===== src/rtl/drac_pkg.sv =====
// Shared types for the wb-stage commit path: physical register tags, exception
// causes, graduation list entry layout and the commit unit state encoding.
package drac_pkg;

   localparam int PHREG_W  = 6;
   localparam int PHVREG_W = 6;
   localparam int GL_IDX_W = 5;
   localparam int ADDR_W   = 40;

   typedef logic [PHREG_W-1:0]  phreg_t;
   typedef logic [PHVREG_W-1:0] phvreg_t;
   typedef logic [GL_IDX_W-1:0] gl_index_t;
   typedef logic [ADDR_W-1:0]   addr_t;

   typedef enum logic [3:0] {
      INSTR_ADDR_MISALIGNED  = 4'd0,
      INSTR_ACCESS_FAULT     = 4'd1,
      ILLEGAL_INSTR          = 4'd2,
      BREAKPOINT             = 4'd3,
      LD_ADDR_MISALIGNED     = 4'd4,
      LD_ACCESS_FAULT        = 4'd5,
      ST_AMO_ADDR_MISALIGNED = 4'd6,
      ST_AMO_ACCESS_FAULT    = 4'd7,
      USER_ECALL             = 4'd8,
      SUPERVISOR_ECALL       = 4'd9,
      MACHINE_ECALL          = 4'd11,
      INSTR_PAGE_FAULT       = 4'd12,
      LD_PAGE_FAULT          = 4'd13,
      ST_AMO_PAGE_FAULT      = 4'd15
   } exception_cause_t;

   typedef enum logic [2:0] {
      ALU    = 3'd0,
      MUL    = 3'd1,
      BRANCH = 3'd2,
      LOAD   = 3'd3,
      STORE  = 3'd4,
      AMO    = 3'd5,
      SYSTEM = 3'd6,
      VECTOR = 3'd7
   } instr_type_t;

   typedef struct packed {
      logic             valid;
      exception_cause_t cause;
   } exception_t;

   typedef struct packed {
      logic        valid;
      addr_t       pc;
      instr_type_t instr_type;
      logic        stall_csr_fence;
      phreg_t      old_prd;
      phvreg_t     old_pvd;
      exception_t  exception;
   } gl_instruction_t;

   typedef enum logic [1:0] {
      RUN        = 2'd0,
      WAIT_STORE = 2'd1,
      WAIT_CSR   = 2'd2,
      FLUSH      = 2'd3
   } commit_state_t;

   // A CSR unit fault carries no cause of its own, so it is reported as illegal.
   localparam exception_cause_t CSR_FAULT_CAUSE = ILLEGAL_INSTR;

   // Stores and AMOs may only touch memory once they are the oldest instruction.
   function automatic logic is_store_or_amo(input instr_type_t t);
      return (t == STORE) || (t == AMO);
   endfunction

endpackage


===== src/rtl/commit_unit.sv =====
// Commit unit: drains the graduation list head in order, one retire per cycle.
// Stores/AMOs wait for the store buffer, CSR/fence ops wait for the CSR unit and
// always flush afterwards, faulting instructions trap and flush.
// Optional feature: define COMMIT_PERF_CNT_EN to add the instret_o counter port.
module commit_unit
   import drac_pkg::*;
#(
   parameter int COMMIT_CNT_W = 32
) (
   input  logic                    clk_i,
   input  logic                    rstn_i,
   input  logic                    gl_empty_i,
   input  gl_instruction_t         gl_instr_i,
   input  gl_index_t               gl_entry_i,
   output logic                    read_head_o,
   output logic                    flush_commit_o,
   output logic                    store_commit_o,
   input  logic                    store_ack_i,
   output logic                    csr_req_o,
   input  logic                    csr_done_i,
   input  logic                    csr_xcpt_i,
   output logic                    free_prd_valid_o,
   output phreg_t                  free_prd_o,
   output logic                    free_pvd_valid_o,
   output phvreg_t                 free_pvd_o,
   output logic                    trap_valid_o,
   output exception_cause_t        trap_cause_o,
   output addr_t                   trap_pc_o,
   output logic                    commit_valid_o,
`ifdef COMMIT_PERF_CNT_EN
   output logic [COMMIT_CNT_W-1:0] instret_o,
`endif
   output gl_index_t               commit_entry_o
);

   commit_state_t state_q, state_d;

   // The head popped on entry to a wait state is gone from the GL, so it is kept here.
   addr_t     held_pc_q;
   phreg_t    held_prd_q;
   phvreg_t   held_pvd_q;
   gl_index_t held_entry_q;

   logic      latch_en;
   logic      needs_wait;
   logic      retire;
   phreg_t    ret_prd;
   phvreg_t   ret_pvd;
   gl_index_t ret_entry;

   assign needs_wait = gl_instr_i.exception.valid | gl_instr_i.stall_csr_fence |
                       is_store_or_amo(gl_instr_i.instr_type);

   // State register and the copy of the instruction that is waiting on another unit.
   always_ff @(posedge clk_i or negedge rstn_i) begin
      if (!rstn_i) begin
         state_q      <= RUN;
         held_pc_q    <= '0;
         held_prd_q   <= '0;
         held_pvd_q   <= '0;
         held_entry_q <= '0;
      end else begin
         state_q <= state_d;
         if (latch_en) begin
            held_pc_q    <= gl_instr_i.pc;
            held_prd_q   <= gl_instr_i.old_prd;
            held_pvd_q   <= gl_instr_i.old_pvd;
            held_entry_q <= gl_entry_i;
         end
      end
   end

   // Next state plus all handshake, trap, retire and free outputs; silent while in reset.
   always_comb begin
      state_d          = state_q;
      latch_en         = 1'b0;
      retire           = 1'b0;
      ret_prd          = '0;
      ret_pvd          = '0;
      ret_entry        = '0;
      read_head_o      = 1'b0;
      flush_commit_o   = 1'b0;
      store_commit_o   = 1'b0;
      csr_req_o        = 1'b0;
      trap_valid_o     = 1'b0;
      trap_cause_o     = INSTR_ADDR_MISALIGNED;
      trap_pc_o        = '0;
      commit_valid_o   = 1'b0;
      commit_entry_o   = '0;
      free_prd_valid_o = 1'b0;
      free_prd_o       = '0;
      free_pvd_valid_o = 1'b0;
      free_pvd_o       = '0;

      unique case (state_q)
         RUN: begin
            if (gl_instr_i.valid) begin
               if (gl_instr_i.exception.valid) begin
                  trap_valid_o   = 1'b1;
                  trap_cause_o   = gl_instr_i.exception.cause;
                  trap_pc_o      = gl_instr_i.pc;
                  flush_commit_o = 1'b1;
                  state_d        = FLUSH;
               end else if (gl_instr_i.stall_csr_fence) begin
                  csr_req_o = 1'b1;
                  latch_en  = 1'b1;
                  state_d   = WAIT_CSR;
               end else if (is_store_or_amo(gl_instr_i.instr_type)) begin
                  store_commit_o = 1'b1;
                  latch_en       = 1'b1;
                  state_d        = WAIT_STORE;
               end else begin
                  retire    = 1'b1;
                  ret_prd   = gl_instr_i.old_prd;
                  ret_pvd   = gl_instr_i.old_pvd;
                  ret_entry = gl_entry_i;
               end
            end
         end
         WAIT_STORE: begin
            if (store_ack_i) begin
               retire    = 1'b1;
               ret_prd   = held_prd_q;
               ret_pvd   = held_pvd_q;
               ret_entry = held_entry_q;
               state_d   = RUN;
            end
         end
         WAIT_CSR: begin
            if (csr_done_i) begin
               flush_commit_o = 1'b1;
               state_d        = FLUSH;
               if (csr_xcpt_i) begin
                  trap_valid_o = 1'b1;
                  trap_cause_o = CSR_FAULT_CAUSE;
                  trap_pc_o    = held_pc_q;
               end else begin
                  retire    = 1'b1;
                  ret_prd   = held_prd_q;
                  ret_pvd   = held_pvd_q;
                  ret_entry = held_entry_q;
               end
            end
         end
         FLUSH: begin
            state_d = RUN;
         end
         default: begin
            state_d = RUN;
         end
      endcase

      read_head_o = (state_q == RUN) & ~gl_empty_i &
                    ~(gl_instr_i.valid & needs_wait) & ~flush_commit_o;

      if (retire) begin
         commit_valid_o   = 1'b1;
         commit_entry_o   = ret_entry;
         free_prd_valid_o = (ret_prd != '0);
         free_prd_o       = ret_prd;
         free_pvd_valid_o = (ret_pvd != '0);
         free_pvd_o       = ret_pvd;
      end

      if (!rstn_i) begin
         read_head_o      = 1'b0;
         flush_commit_o   = 1'b0;
         store_commit_o   = 1'b0;
         csr_req_o        = 1'b0;
         trap_valid_o     = 1'b0;
         trap_cause_o     = INSTR_ADDR_MISALIGNED;
         trap_pc_o        = '0;
         commit_valid_o   = 1'b0;
         commit_entry_o   = '0;
         free_prd_valid_o = 1'b0;
         free_prd_o       = '0;
         free_pvd_valid_o = 1'b0;
         free_pvd_o       = '0;
      end
   end

`ifdef COMMIT_PERF_CNT_EN
   logic [COMMIT_CNT_W-1:0] instret_q;

   // Retired-instruction counter; free running, wraps, and survives pipeline flushes.
   always_ff @(posedge clk_i or negedge rstn_i) begin
      if (!rstn_i) begin
         instret_q <= '0;
      end else if (commit_valid_o) begin
         instret_q <= instret_q + COMMIT_CNT_W'(1);
      end
   end

   assign instret_o = instret_q;
`endif

endmodule


===== config.mk =====
export PLATFORM = sky130hd
export DESIGN_NAME = commit_unit
export DESIGN_NICKNAME = d
export VERILOG_FILES = /design/src/rtl/drac_pkg.sv /design/src/rtl/commit_unit.sv
export SDC_FILE = /design/constraint.sdc
export NUM_CORES = 1
export LEC_CHECK = 0
export BUFFER_PORTS_ARGS = -buffer_cell sky130_fd_sc_hd__buf_2
export CORE_ASPECT_RATIO = 0.6
export CORE_UTILIZATION = 43
export DETAILED_ROUTE_END_ITERATION = 8
export PLACE_DENSITY = 0.76
export SETUP_SLACK_MARGIN = 0.4
export SLEW_MARGIN = 0
export SYNTH_ARGS = -nofsm -noshare
export SYNTH_HDL_FRONTEND = slang
export SYNTH_SLANG_ARGS = --single-unit

===== constraint.sdc =====
create_clock -name clk_i -period 1.6 [get_ports clk_i]
set_clock_uncertainty 0.1 [all_clocks]
set_input_delay 0.16 -clock clk_i [delete_from_list [all_inputs] [get_ports clk_i]]
set_output_delay 0.16 -clock clk_i [all_outputs]
set_load 0.05 [all_outputs]

[Word level (Yosys, flattened, before mapping)]
Cells that the tools add are included.
Storage, ports and cells
  register bits: 59
  bits in latches: 0
  memory bits (writable): 0
  memory bits (read-only): 0
  bits of input ports: 73
  output and inout port bits: 69
  logic and storage cells: 116
  memories: 0
Operators by class
  add/subtract/negate cells: 0
  multiply operators: 0
  div/mod/pow operators: 0
  order comparisons: 0
  equal/unequal tests: 9
  shifts and indexed selects: 0
  multiplexer cells: 88
  bitwise logic cells: 9
  reductions and logical operators: 5
Operators with widths (number)
  2-to-1 mux 40 bit: 5
  2-to-1 mux 6 bit: 18
  case mux 40 bit (2 select lines): 1
  2-to-1 mux 5 bit: 9
  2-to-1 mux 1 bit: 36
  case mux 6 bit (3 select lines): 2
  2-to-1 mux 2 bit: 8
  case mux 5 bit (3 select lines): 1
  2-to-1 mux 4 bit: 3
  nonzero test 6 bit: 2
  case mux 2 bit (4 select lines): 1
  case mux 4 bit (2 select lines): 1
  equality test 3 bit, second input constant: 2
  != test 2 bit, second input constant: 3
  bitwise AND 1 bit: 4
  equality test 2 bit, second input constant: 2
  != test 4 bit, second input constant: 1
  case mux 1 bit (2 select lines): 2
  AND reduction 4 bit: 1
  inverter 1 bit: 3
  case mux 1 bit (3 select lines): 1
  equality test 2 x 1 -> 1 bit, second input constant: 1
  zero test 2 bit: 1
  bitwise OR 1 bit: 2
  logical OR 1 bit: 1

[Logic depth before layout (Yosys ltp)]
Gate-level depths: netlist of run 1.
  depth in word-level cells: 10
  gate-level depth with buffers: 6

[Least setup slack after synthesis of run 1]
No wires, ideal clock.
  path type: reg2out
  from: register state_q[0]
  to: output port free_prd_valid_o
  data arrival time: 1.995 ns
  data required time: 1.340 ns
  slack: -0.655 ns
  stages on the path, launching flop included: 6
  buffers on the path: 1
  cells stage by stage: dfrtp_1 nor2b_1 a32o_1 clkbuf_1 o31ai_1 a21oi_1
On the way
  longest elaborated chain between the ends: 5
Ends and longest elaborated chain
  start, declared: line commit_unit.sv:36  | commit_state_t state_q, state_d;
  start signal, assigned: line commit_unit.sv:63  | state_q <= state_d;
  equality test 2 bit (tied with other cells): line commit_unit.sv:95  | unique case (state_q)
  case mux 6 bit (3 select lines): line commit_unit.sv:95
  nonzero test 6 bit: line commit_unit.sv:159  | free_prd_valid_o = (ret_prd != '0);
  2-to-1 mux 1 bit *: line commit_unit.sv:156  | if (retire) begin
  2-to-1 mux 1 bit *: line commit_unit.sv:165  | if (!rstn_i) begin
  end, declared: line commit_unit.sv:22  | output logic free_prd_valid_o,
Every way passes the cells marked *; elsewhere a longest branch is shown, timed or not.

[Worst setup path after layout of run 1]
  from: register state_q[0]
  to: output port free_prd_o[0]
On the way
  longest elaborated chain between the ends: 4
Ends and longest elaborated chain
  equality test 2 bit (tied with other cells): line commit_unit.sv:95
  case mux 6 bit (3 select lines) or case mux 1 bit (3 select lines) (tied branches): line commit_unit.sv:95
  2-to-1 mux 6 bit *: line commit_unit.sv:156
  2-to-1 mux 6 bit *: line commit_unit.sv:165
  end, declared: line commit_unit.sv:23  | output phreg_t free_prd_o,
Marks and branches as above.

==> results.toml, run 1 <==
[run_status]
outcome = "complete, but fails checks"
violations = "setup timing"

[synthesis]
synth.avg_cell_area_sq_um = 10.9
synth.net_count = 378
synth_cell_types = 23
ys_warn_count = 0
ys_ff_latch = 59
seq_area_frac_synth = 0.445
syn_inst = 305
netlist_area_sq_mm = 0.00332

[cells_and_area]
nNetsFinal = 604
area_growth_pct = 102
diodes = 0
drive_above_1_share = 0.726
final_cells = 640
final_util = 0.912

[clocking]
numCtsBuffers = 9
cts_tree = "done"
clk_pin_slew_ps = 50
clock_sinks = 59
clk_latency_ps = 330
clk_path_buf_depth = 2
cts_root_buf = "clkbuf_16"
htree_levels = 3

[die]
die_area_sq_mm = 0.00808
fp-row-count = 24
core_sq_mm = 0.00736
initial_core_util = 0.451
die_h_um = 70.0
ios = 142
die_w_um = 115

[critical_path]
cp_max_fo = 20
endpoint_kind = "output port"
path_cells = "buf_4 -> a32o_2 -> buf_12 -> a22oi_1 -> nor2_4 -> buf_8"
start_kind = "register"
required_ps = 1340
worstPathArrival_ps = 1960
crit_slowest_cell = "dfrtp_2"
max_stage_delay_ps = 460
critPathKind = "register to output port"

[flow_run]
drv_cap = 0

[power]
intPower_mw = 5.77
irDropWorstVdd_mv = 0.862
clock_power_share = 0.183
power.leakage_nw = 2.86
seqPwrFrac = 0.298
p_sw_mw = 3.71
switching_share = 0.392
power_per_cell_area_mw_per_mm2 = 1410
pwr-share-comb = 0.519

[sta]
finalCritPeriodShare = 1.39
fin_crit_ps = 2220
setup_viol = 126
hold_viol = 0
worst_pin_slew_ps = 489
setup_slack_ps = -621
final-max-slew-violation-count = 0
rsz0062_at_grt = "true"
fin_tns_setup_ps = -64240
max-slew-margin-rel = 0.674
fmax_mhz = 450

[routing]
viasPerCell = 5.67
num_vias = 3628
drt_iter0_drc = 244
drc = 0
antenna_left = 0
routed_wl_um = 13900
routedWlPerCell_um = 21.7
first_pass_iters = 4

[placed_design]
place.detailed.hpwl_um = 6990
finalWeightedCongestion = 0.818
port_buffers = 140
place_inst = 569
post-place-ws_ps = -313

[global_routing]
grt_pass1_wl_um = 19100
track_usage = 0.314
overflow = 0
grt_pass1_vias = 3704
antenna_found_initial = 0
grt_start_max_net_pins = 38

[worst_hold_path]
hold_class = "input pin to register"
stage by stage:
| step | hold slack (ps) | total power, mW | instance area [sq um] |
|---|---|---|---|
| 5_1_grt | -0.600 | 9.83 | 6710 |
| 6_report | 3.02 | 9.48 | 6710 |
| 4_1_cts | 0.384 | 8.90 | 6270 |
| 3_5_place_dp | -50.3 | 6.68 | 5040 |
| 3_3_place_gp | -52.3 | 6.53 | 5040 |
| 2_1_floorplan | -236 | 5.52 | 3960 |
flip-flops by register name (all words and copies together), names as in the netlist:
name / flops
held_prd_q: 6
held_entry_q: 5
held_pc_q: 40
state_q: 2
held_pvd_q: 6
path summary, 6_finish.rpt:
| check | start | endpoint | slack, ps | depth (start not counted) |
|---|---|---|---|---|
| min | gl_instr_i[22] | held_pc_q[1]$_DFFE_PN0P_ | 3 | 2 |
| min reg2reg | held_pc_q[25]$_DFFE_PN0P_ | held_pc_q[25]$_DFFE_PN0P_ | 410 | 1 |
| max | state_q[0]$_DFFE_PN0P_ | free_prd_o[0] | -620 | 6 |
| max reg2reg | state_q[0]$_DFFE_PN0P_ | held_prd_q[4]$_DFFE_PN0P_ | -480 | 8 |
| max in group asynchronous | rstn_i | state_q[0]$_DFFE_PN0P_ | 580 | 4 |
| min in group asynchronous | rstn_i | held_entry_q[0]$_DFFE_PN0P_ | 210 | 3 |
cell usage after synthesis:
| library cell | n | share of area |
|---|---|---|
| and3b_1 | 1 | 0.0026 |
| nand2_1 | 6 | 0.0068 |
| a32o_1 | 1 | 0.0030 |
| dfrtp_1 | 59 | 0.45 |
| nor2_1 | 63 | 0.071 |
| and3_1 | 6 | 0.011 |
| inv_1 | 1 | 0.0011 |
| o31ai_1 | 4 | 0.0091 |
| nor2b_1 | 3 | 0.0057 |
| or4_1 | 4 | 0.0091 |
| buf_6 | 4 | 0.014 |
| nor4b_4 | 1 | 0.0072 |
| o211ai_1 | 2 | 0.0045 |
| buf_2 | 13 | 0.020 |
| a22oi_1 | 57 | 0.13 |
| o21ai_0 | 2 | 0.0030 |
| a21oi_1 | 6 | 0.0091 |
| mux2_2 | 27 | 0.092 |
| clkbuf_1 | 10 | 0.011 |
| nand2b_1 | 3 | 0.0057 |
| nor3_1 | 1 | 0.0015 |
| mux2_4 | 30 | 0.14 |
| and4b_1 | 1 | 0.0030 |
power groups by stage:
stage | clock, mW | combinational [mW] | sequential [mW]
after floorplan | 0 | 2.90 | 2.61
after global placement | 0 | 3.87 | 2.65
after detailed placement | 0 | 3.96 | 2.71
after CTS | 1.75 | 4.44 | 2.71
after global routing | 1.81 | 5.13 | 2.89
final | 1.74 | 4.92 | 2.83
cells in the final DEF (no fill, tap or decap), types with 4 or more instances in the layout:
cell and instances:
clkbuf_16 13, buf_16 5, or4_1 4, buf_2 71, nor2_4 61, buf_8 27
and3_4 6, buf_6 45, buf_12 9, mux2_2 27, a22oi_2 32, dlygate4sd3_1 40
buf_4 41, a22oi_1 25, dfrtp_1 57, mux2_4 30
cell families (layout without fill, tap and decap cells):
family	count (synthesis)	in the layout	synth area share
AOI/OAI and AO/OA	72	72	0.158
buffers and inverters	28	259	0.0456
DFF	59	59	0.445
muxes	57	57	0.227
and+or+nand+nor	89	89	0.124
per-layer routing:
layer / share of wire / track usage / vias to the layer above
met5: 0 / 0 / -
met4: 0.026 / 0.0996 / 0
met3: 0.055 / 0.0885 / 30
met2: 0.49 / 0.528 / 168
met1: 0.43 / 0.389 / 1842
li1: - / - / 1588
worst max-delay path: cells and delay by family, from the launching register on:
kind	cells	cell delay, ps
DFF	1	460
AOI/OAI and AO/OA	2	610
buffers and inverters	3	490
and+or+nand+nor	1	70
repair_timing:
action,4_1_cts,5_1_grt
pin swaps,5,4
gates cloned,4,6
buffers inserted,1,4
endpoints found under the setup margin,127,127
hold buffers,40,0
hold endpoints to repair,47,0
resized for setup,145,68
area by class of cell:
cell class	instances	area, sq um
inverters	1	3.75
clock inverters	3	15.0
flip-flops and latches	59	1480
multi-input cells	218	2440
clock buffers	13	250
repair buffers	242	2390
fillers	266	646
well taps	104	130
Note: power is estimated with default switching activity, not from simulation.
==> run 2: changes to the inputs <==
CAP_MARGIN = 40   (was not set)
CORE_UTILIZATION = 40   (was 43)
PLACE_DENSITY = 0.72   (was 0.76)
==> results.toml, run 2 (same netlist as run 1, synthesis figures left out) <==
[run_status]
outcome = "complete, but fails checks"
violations = "setup timing"

[die]
fp-row-count = 25
initial_core_util = 0.417
die_area_sq_mm = 0.00867
core_sq_mm = 0.00795
die_h_um = 72.5
ios = 142
die_w_um = 120

[sta]
setup_viol = 126
worst_pin_slew_ps = 386
fmax_mhz = 460
fin_crit_ps = 2170
setup_slack_ps = -574
max-slew-margin-rel = 0.743
hold_viol = 0
rsz0062_at_grt = "true"
hold-worst-slack_ps = 8.85
final-max-slew-violation-count = 0
finalCritPeriodShare = 1.36

[clocking]
clk_latency_ps = 330
cts_root_buf = "clkbuf_16"
clk_pin_slew_ps = 50
clk_path_buf_depth = 2
htree_levels = 3
numCtsBuffers = 9
cts_tree = "done"
clock_sinks = 59

[placed_design]
finalWeightedCongestion = 0.820
port_buffers = 140
place.detailed.hpwl_um = 6990

[global_routing]
antenna_found_initial = 0
track_usage = 0.269
overflow = 0
grt_start_max_net_pins = 31
grt_pass1_vias = 3444
grt_pass1_wl_um = 17900

[cells_and_area]
fill_cells = 467
drive_above_1_share = 0.694
reg_top3 = "held_pc_q x40, held_prd_q x6, held_pvd_q x6"
diodes = 0
largest_register = "held_pc_q"
area_growth_pct = 95.7
nNetsFinal = 608
final_common_cell = "buf_4"
largest_reg_flops = 40
most-common-layout-cells = "85 x buf_4, 71 x buf_2, 60 x nor2_4, 57 x dfrtp_1"

[critical_path]
critPathKind = "register to output port"
worstPathArrival_ps = 1910
r2r_end = "held_prd_q[2]$_DFFE_PN0P_"
reg2reg_depth = 8
setup.reg_to_reg.worst_slack_ps = -390
crit_slowest_cell = "dfrtp_2"
endpoint_kind = "output port"
timing.rr.start = "state_q[0]$_DFFE_PN0P_"
required_ps = 1340
crit_buf_inv = 2
start_kind = "register"
path_cells = "nor4b_4 -> and3b_2 -> clkbuf_16 -> a22oi_1 -> nor2_4 -> buf_6"
cp_max_fo = 10
crit_family = "simple AND/OR/NAND/NOR gates"
max_stage_delay_ps = 450

[routing]
viasPerCell = 5.25
first_pass_iters = 4
routed_wl_um = 11500
antenna_left = 0
num_vias = 3395
drt_iter0_drc = 234
routedWlPerCell_um = 17.8
drc = 0

[worst_hold_path]
min_from = "gl_instr_i[22]"
hold_class = "input pin to register"
min_to = "held_pc_q[1]$_DFFE_PN0P_"
whs_path_depth = 2

[power]
power.leakage_nw = 2.85
power_per_cell_area_mw_per_mm2 = 1440
power_mw = 9.35
irDropWorstVdd_mv = 0.741

[flow_run]
drv_cap = 0
-- run 2: report_power, final --
part | leakage (nW) | internal, mW | total (mW) | switching [mW]
combinational | 1.98 | 2.30 | 4.59 | 2.29
clock | 0.155 | 1.37 | 2.01 | 0.649
sequential | 0.707 | 2.25 | 2.75 | 0.495
total | 2.85 | 5.92 | 9.35 | 3.43
-- run 2: worst max-delay path by stage --
stage	start	endpoint	slack (ps)	cells after the start
6_report	state_q[0]$_DFFE_PN0P_	free_pvd_o[5]	-570	6
2_1_floorplan	state_q[0]$_DFFE_PN0P_	free_prd_valid_o	-180	5
3_3_place_gp	state_q[0]$_DFFE_PN0P_	free_pvd_valid_o	-240	6
5_1_grt	state_q[0]$_DFFE_PN0P_	free_prd_o[0]	-640	6
3_5_place_dp	state_q[0]$_DFFE_PN0P_	free_prd_valid_o	-300	6
4_1_cts	state_q[0]$_DFFE_PN0P_	commit_entry_o[4]	-570	6
-- run 2: final cells by class --
class	instances	area (sq um)	area share
clock buffer	14	284	0.0437
sequential	59	1480	0.228
inverter	1	3.75	0.000578
tap	108	135	0.0208
timing repair buffer	246	2210	0.341
multi-input combinational	218	2350	0.362
clock inverter	1	30.0	0.00463
-- run 2: layer usage --
metal  vias up  share of wire  track usage
li1       1581              -            -
met2       127           0.48        0.425
met5         -              0            0
met3        11          0.066       0.0605
met4         0          0.010       0.0889
met1      1676           0.44        0.368
-- run 2: through the flow --
stage	std cells	area [sq um]	setup WS [ps]	TNS (ps)	utilization
3_3_place_gp	572	5050	-238	-13040	0.636
6_report	647	6490	-574	-54370	0.817
3_5_place_dp	572	5050	-298	-18340	0.636
4_1_cts	641	6300	-570	-48140	0.793
5_1_grt	647	6490	-643	-62030	0.817
2_1_floorplan	305	3960	-176	-10320	-
-- run 2: timing repair --
| action | in CTS | in global routing |
|---|---|---|
| endpoints found under the hold margin | 71 | 0 |
| setup buffers | 5 | 5 |
| pin swaps | 3 | 6 |
| gates resized for setup | 99 | 34 |
| cloned | 6 | 1 |
| setup endpoints to repair | 127 | 157 |
| hold buffers | 43 | 0 |
